### src/rtl/serial_sequencer.sv
// Parallel-to-serial frame sequencer with back-to-back loads and frame looping.
// Define SERIAL_SEQUENCER_PARITY_EN to append an even parity bit to every frame.
module serial_sequencer #(
    parameter int DATA_WIDTH = 8
) (
    input  logic                  clk,
    input  logic                  clr,
    input  logic [DATA_WIDTH-1:0] din,
    input  logic                  load,
    input  logic                  msb_first,
    input  logic                  loop,
    output logic                  ready,
    output logic                  ds,
    output logic                  valid,
    output logic                  frame,
    output logic                  done,
    output logic [DATA_WIDTH-1:0] dout
);

    localparam int CW = $clog2(DATA_WIDTH + 1);
`ifdef SERIAL_SEQUENCER_PARITY_EN
    localparam int N = DATA_WIDTH + 1;
`else
    localparam int N = DATA_WIDTH;
`endif
    localparam logic [CW-1:0] LAST = CW'(N - 1);

    localparam logic [0:0] IDLE  = 1'b0;
    localparam logic [0:0] SHIFT = 1'b1;

    logic [0:0]    state;
    logic [CW-1:0] idx;
    logic [CW-1:0] nxt_idx;
    logic          order;
    logic          last;

    // Shifting instead of indexing keeps the parity slot (k == DATA_WIDTH) in range.
    function automatic logic frame_bit(input logic [DATA_WIDTH-1:0] word,
                                       input logic                  msb,
                                       input logic [CW-1:0]         k);
        logic [DATA_WIDTH-1:0] sh;
        logic                  b;
        sh = msb ? (word << k) : (word >> k);
        b  = msb ? sh[DATA_WIDTH-1] : sh[0];
`ifdef SERIAL_SEQUENCER_PARITY_EN
        if (k == CW'(DATA_WIDTH))
            b = ^word;
`endif
        return b;
    endfunction

    assign last    = (state == SHIFT) && (idx == LAST);
    assign nxt_idx = idx + 1'b1;
    // ready reacts to the live loop input so a non-looping last bit can accept the next word.
    assign ready   = (state == IDLE) || (last && !loop);

    // NOTE: all state uses non-blocking assignments so every register samples pre-edge values.
    always_ff @(posedge clk) begin
        if (clr) begin
            state <= IDLE;
            idx   <= '0;
            order <= 1'b0;
            ds    <= 1'b0;
            valid <= 1'b0;
            frame <= 1'b0;
            done  <= 1'b0;
            dout  <= '0;
        end else if (load && ready) begin
            state <= SHIFT;
            idx   <= '0;
            order <= msb_first;
            dout  <= din;
            ds    <= frame_bit(din, msb_first, '0);
            valid <= 1'b1;
            frame <= 1'b1;
            done  <= 1'b0;
        end else if (state == SHIFT) begin
            if (last) begin
                if (loop) begin
                    idx   <= '0;
                    ds    <= frame_bit(dout, order, '0);
                    frame <= 1'b1;
                    done  <= 1'b0;
                end else begin
                    state <= IDLE;
                    idx   <= '0;
                    ds    <= 1'b0;
                    valid <= 1'b0;
                    frame <= 1'b0;
                    done  <= 1'b0;
                end
            end else begin
                idx   <= nxt_idx;
                ds    <= frame_bit(dout, order, nxt_idx);
                frame <= 1'b0;
                done  <= (nxt_idx == LAST);
            end
        end
    end

endmodule

### config.mk
export PLATFORM = sky130hd
export DESIGN_NAME = serial_sequencer
export DESIGN_NICKNAME = d
export VERILOG_FILES = /design/src/rtl/serial_sequencer.sv
export SDC_FILE = /design/constraint.sdc
export NUM_CORES = 1
export LEC_CHECK = 0
export BUFFER_PORTS_ARGS = -buffer_cell sky130_fd_sc_hd__buf_4
export CELL_PAD_IN_SITES_DETAIL_PLACEMENT = 0
export CELL_PAD_IN_SITES_GLOBAL_PLACEMENT = 2
export CORE_MARGIN = 3
export CORE_UTILIZATION = 25
export DETAILED_ROUTE_END_ITERATION = 8
export GPL_ROUTABILITY_DRIVEN = 0
export PLACE_DENSITY = 0.62
export SLEW_MARGIN = 20
export SYNTH_ARGS = -nofsm -noshare
export SYNTH_HDL_FRONTEND = slang
export SYNTH_SLANG_ARGS = --single-unit
### constraint.sdc
create_clock -name clk -period 2.7 [get_ports clk]
set_input_delay 0.27 -clock clk [delete_from_list [all_inputs] [get_ports clk]]
set_output_delay 0.27 -clock clk [all_outputs]
set_load 0.01 [all_outputs]
# After elaboration in Yosys (flattened, before gate mapping)
# Cells that the tools add are included.
# totals
romBits	0
word_cells	45
n_memories	0
inputBits	13
register_bits	18
latchBits	0
ramBits	0
# op_classes
div	0
n_lt_le_gt_ge	0
n_reduce_logical	9
bitwise_logic	1
add_sub_neg	1
eq_ne	3
muxes	21
mul	0
n_shift	2
# ops
cell	count
$mux W1	19
$eq A4 B3 Y1 const B	2
$mux W8	1
$shl A8 B4 Y8	1
$shr A8 B4 Y8	1
$add A4 B1 Y4 const B	1
$mux W4	1
$reduce_bool A2 Y1	2
$logic_and A1 B1 Y1	3
$reduce_and A3 Y1	1
$ne A2 B1 Y1 const B	1
$reduce_or A2 Y1	1
$logic_not A1 Y1	1
$logic_or A1 B1 Y1	1
$not A1 Y1	1

# Depth between registers and ports, before layout
# depth
ltp_word	7
depth_mapped	7
mapped_depth_nobuf	6

# Worst setup path after synthesis
# No wires, ideal clock.
# synth_timing
kind	register -> register
start	reg idx[0]
end	reg ds
n_path_buf	1
t_arrival_ps	1792
setup_time_ps	116
stages_incl_launch_ff	8
path_slack_ps	792
cell_sequence	dfxtp_1 buf_6 inv_1 ha_1 mux4_1 mux2i_1 mux2_4 o2bb2ai_2
# synth_between
elab_chain_cells	7
# synth_rtl
element	line_no	text
from (decl)	32	logic [CW-1:0] idx;
from (signal assigned)	93	idx <= nxt_idx;
$add A4 B1 Y4	53	assign nxt_idx = idx + 1'b1;
$shr A8 B4 Y8 / $shl A8 B4 Y8 (equally long branches)	43	sh = msb ? (word << k) : (word >> k);
$mux W8	43	
$mux W1	44	b = msb ? sh[DATA_WIDTH-1] : sh[0];
$mux W1	78	if (last) begin
$mux W1	77	end else if (state == SHIFT) begin
$mux W1	68	end else if (load && ready) begin
to (signal assigned)	73	ds <= frame_bit(din, msb_first, '0);
to (signal assigned)	81	ds <= frame_bit(dout, order, '0);
to (signal assigned)	94	ds <= frame_bit(dout, order, nxt_idx);
to (decl)	13	output logic ds,
# Several ways; a longest one is shown, not always the timed one. The select of a mux whose other input is x is not followed.
# A chain may end at the register's enable or synchronous reset.

# Worst setup path after layout
# layout_timing
start	reg idx[0]
end	out ready
# layout_between
elab_chain_cells	4
# layout_rtl
element	line_no	text
$eq A4 B3 Y1	52	assign last = (state == SHIFT) && (idx == LAST);
$logic_and A1 B1 Y1	52	
$logic_and A1 B1 Y1	55	assign ready = (state == IDLE) || (last && !loop);
$logic_or A1 B1 Y1	55	
to (decl)	12	output logic ready,
# Every way passes these cells.

==> results.md <==
* Synth Instances at 107
* Synth Area in Compound Gates at 16.5%
* Worst slew margin at 69.4%
* Worst-skew pair later-pin latency at 0.26 ns
* Inserted Diodes at 0
* Post-route ant nets at 0
* Total Wirelength at 2580 um
* Tightest Pin Transition at 0.458 ns
* Synthesis Warnings at 0
* Largest net degree at the start of global routing at 15
* # H-tree levels at 1
* Maximum VDD drop at roughly 240 uV
* Vias in the first global route at approximately 840
* XOR/XNOR Fraction of Synth Area at 3.47%
* CP endpoint: ready
* Post-synthesis mux area share at ~18%
* Worst Path Required at 2.43 ns
* Num Clock Sinks at 18
* I/O Buffers at 25
* Async set-reset flop share out of synthesis at 0%
* Worst r2r dst: ds$_SDFFE_PP0P_
* Die Ht at roughly 71 um
* Cts hold-fix bufs at 0
* WHS at 0.258 ns
* Clk slew on worst S/H paths at 0.08 ns
* Total CTS buffers at 3
* Die width at 70.6 um
* #FFs+latches synth at 18
* Cell with the most instances after synthesis: dfxtp_1
* Main combinational cell family by area after synthesis: simple AND/OR/NAND/NOR gates
* Fill cell count at around 420
* Max Root-Sink Buffers at 2
* FF-to-FF setup slack at 0.57 ns
* Slowest cell on the critical path: dfxtp_1
* F_max at 427 MHz
* Final net count at 144
* Post-synthesis simple-gate area fraction at a little under a fifth
* Die area at between 4000 and 5000 um^2
* Top area cells in the synthesized netlist: dfxtp_1, mux4_1, a21oi_1, mux2i_1, nand3_1
* Detailed Route Iter0 Violations at 25
* Slew Viols, Final at 0
* Crit path cell chain: ha_1 > nand4b_1 > o21ai_2 > buf_4
* Initial antenna violation count at 0
* Root Driver: clkbuf_8
* Pwr dens at 487 nW/um^2
* RR Startpoint: idx[0]$_SDFFE_PP0P_
* Sum Neg Setup Slack at 0 ns
* CP top delay family: flip-flops
* Syn avg cell area at a little under 10 um^2
* Skew final at 0.00602 ns
* Fin crit share at 86.7%
* Post-CTS Resized at 0
* Adder-Cell Fraction of Synth Area at 2.40%
* Setup CP Type: flop to output pin
* Status: completed
* CTS tree: done
* Total global-route track usage at 10.7%
* Max incr delay on CP at 0.61 ns
* Worst Hold Class: input port to flop
* Core Box Area at 3850 um^2
* Stages on the worst setup path at 4
* Top FF cell, synth: dfxtp_1
* Fraction of layout cells with a size suffix above 1 at 30.5%
* Sequential share of the synthesized area at 34.5%
* Vias per cell at 4.86
* DRC Markers at 0
* Commonest cells in the netlist: dfxtp_1, a21oi_1, nand2_1
* Critical Path Start: idx[0]$_SDFFE_PP0P_
* Worst Path Max Fanout at 13
* Static Leak at 0.531 nW
* Final setup viols at 0
* Area leader, netlist: dfxtp_1
* Share of the synthesized area in the top cell type at 34.5%
* Post-CTS Setup Bufs at 0
* Pwr Total at 0.625 mW
* CP startpoint kind: flop
* Worst EP arrival at 2.07 ns
* Synth Net Count at ~120
* MaxCap Viol Count at 0
* Worst setup EP type: output pin
* First-pass GRT wire length at 4280 um
* Fin. Hold Viols at 0
* Post-detail-place hpwl at 1890 um
* Drt wl/cell at 14.6 um
* Initial Util at 27.1%
* Drt pass-1 iters at 4
* Worst reg2reg path depth at 6
* Tmin final at between 2 and 2.5 ns
* GR Overflow Total at 0
* I/O Pins at 26
* Unrepaired setup endpoints after global routing: false
* EDFF count, synth at 0
* Synthesized area at 1040 um^2
* DR vias at 856
* Syn-to-layout area delta at 23.0%
* Row cnt at 22
* Synth cell types at 35
* CP Buf/Inv Count at 1
## power breakdown
| group | switching [mW] | internal, mW |
|---|---|---|
| Clock | 0.0962 | 0.130 |
| Sequential | 0.0181 | 0.279 |
| Combinational | 0.0478 | 0.0542 |
| Total | 0.162 | 0.463 |
## worst min-delay path, cell delays in order
cell and delay (ns):
buf_4 0.09, mux2i_1 0.05, nor2_1 0.07
## flip-flops by register name (all words and copies together) (netlist names)
register,cells
ds,1
done,1
idx,4
order,1
frame,1
valid,1
dout,8
state,1
## how the worst min path moves through the flow
| stage | from | end | slack, ns | cells after the start |
|---|---|---|---|---|
| 2_1_floorplan | clr | dout[1]$_SDFFE_PP0P_ | 0.34 | 1 |
| 3_3_place_gp | done$_SDFFE_PP0P_ | done$_SDFFE_PP0P_ | 0.46 | 2 |
| 3_5_place_dp | done$_SDFFE_PP0P_ | done$_SDFFE_PP0P_ | 0.46 | 2 |
| 4_1_cts | din[0] | dout[0]$_SDFFE_PP0P_ | 0.25 | 3 |
| 5_1_grt | din[5] | dout[5]$_SDFFE_PP0P_ | 0.28 | 3 |
| 6_report | din[0] | dout[0]$_SDFFE_PP0P_ | 0.26 | 3 |
## cell usage in the layout (no fill, tap or decap), types with 2 or more instances in the layout
cell,n
a21oi_1,15
buf_4,25
clkbuf_8,4
dfxtp_1,18
ha_1,2
inv_1,3
mux2i_1,6
mux4_1,3
nand2_1,9
nand2b_1,2
nand3_1,8
nor2_1,7
nor3_1,3
o211ai_1,2
o21ai_0,3
## per-stage QoR
| stage | cells | instance area [um^2] | setup slack (ns) | utilization (%) |
|---|---|---|---|---|
| 2_1_floorplan | 107 | 1040 | 0.792 | - |
| 3_3_place_gp | 172 | 1230 | 0.642 | 31.9 |
| 3_5_place_dp | 172 | 1230 | 0.584 | 31.9 |
| 4_1_cts | 176 | 1280 | 0.322 | 33.3 |
| 5_1_grt | 176 | 1280 | 0.181 | 33.3 |
| 6_report | 176 | 1280 | 0.358 | 33.3 |
## area by class of cell
class | count | area (um^2) | area share [%]
Clock buffer | 4 | 55.1 | 4.28
Inverter | 3 | 11.3 | 0.876
Multi-Input combinational cell | 78 | 611 | 47.5
Sequential cell | 18 | 360 | 28.0
Tap cell | 48 | 60.1 | 4.67
Timing Repair Buffer | 25 | 188 | 14.6
## metal layers
metal	vias up	global-route usage, %	share of wire, %
met5	-	0	0
met4	0	2.92	0.62
met3	2	2.98	4.6
met2	21	16.3	45
met1	398	15.0	49
li1	435	-	-
## cells by family after synthesis
| family | Yosys count |
|---|---|
| buf+inv | 11 |
| mux | 12 |
| xor+xnor | 2 |
| compound gates | 26 |
| flops | 18 |
| fa+ha+maj | 2 |
| simple gates | 36 |
(Power assumes the default switching activity.)
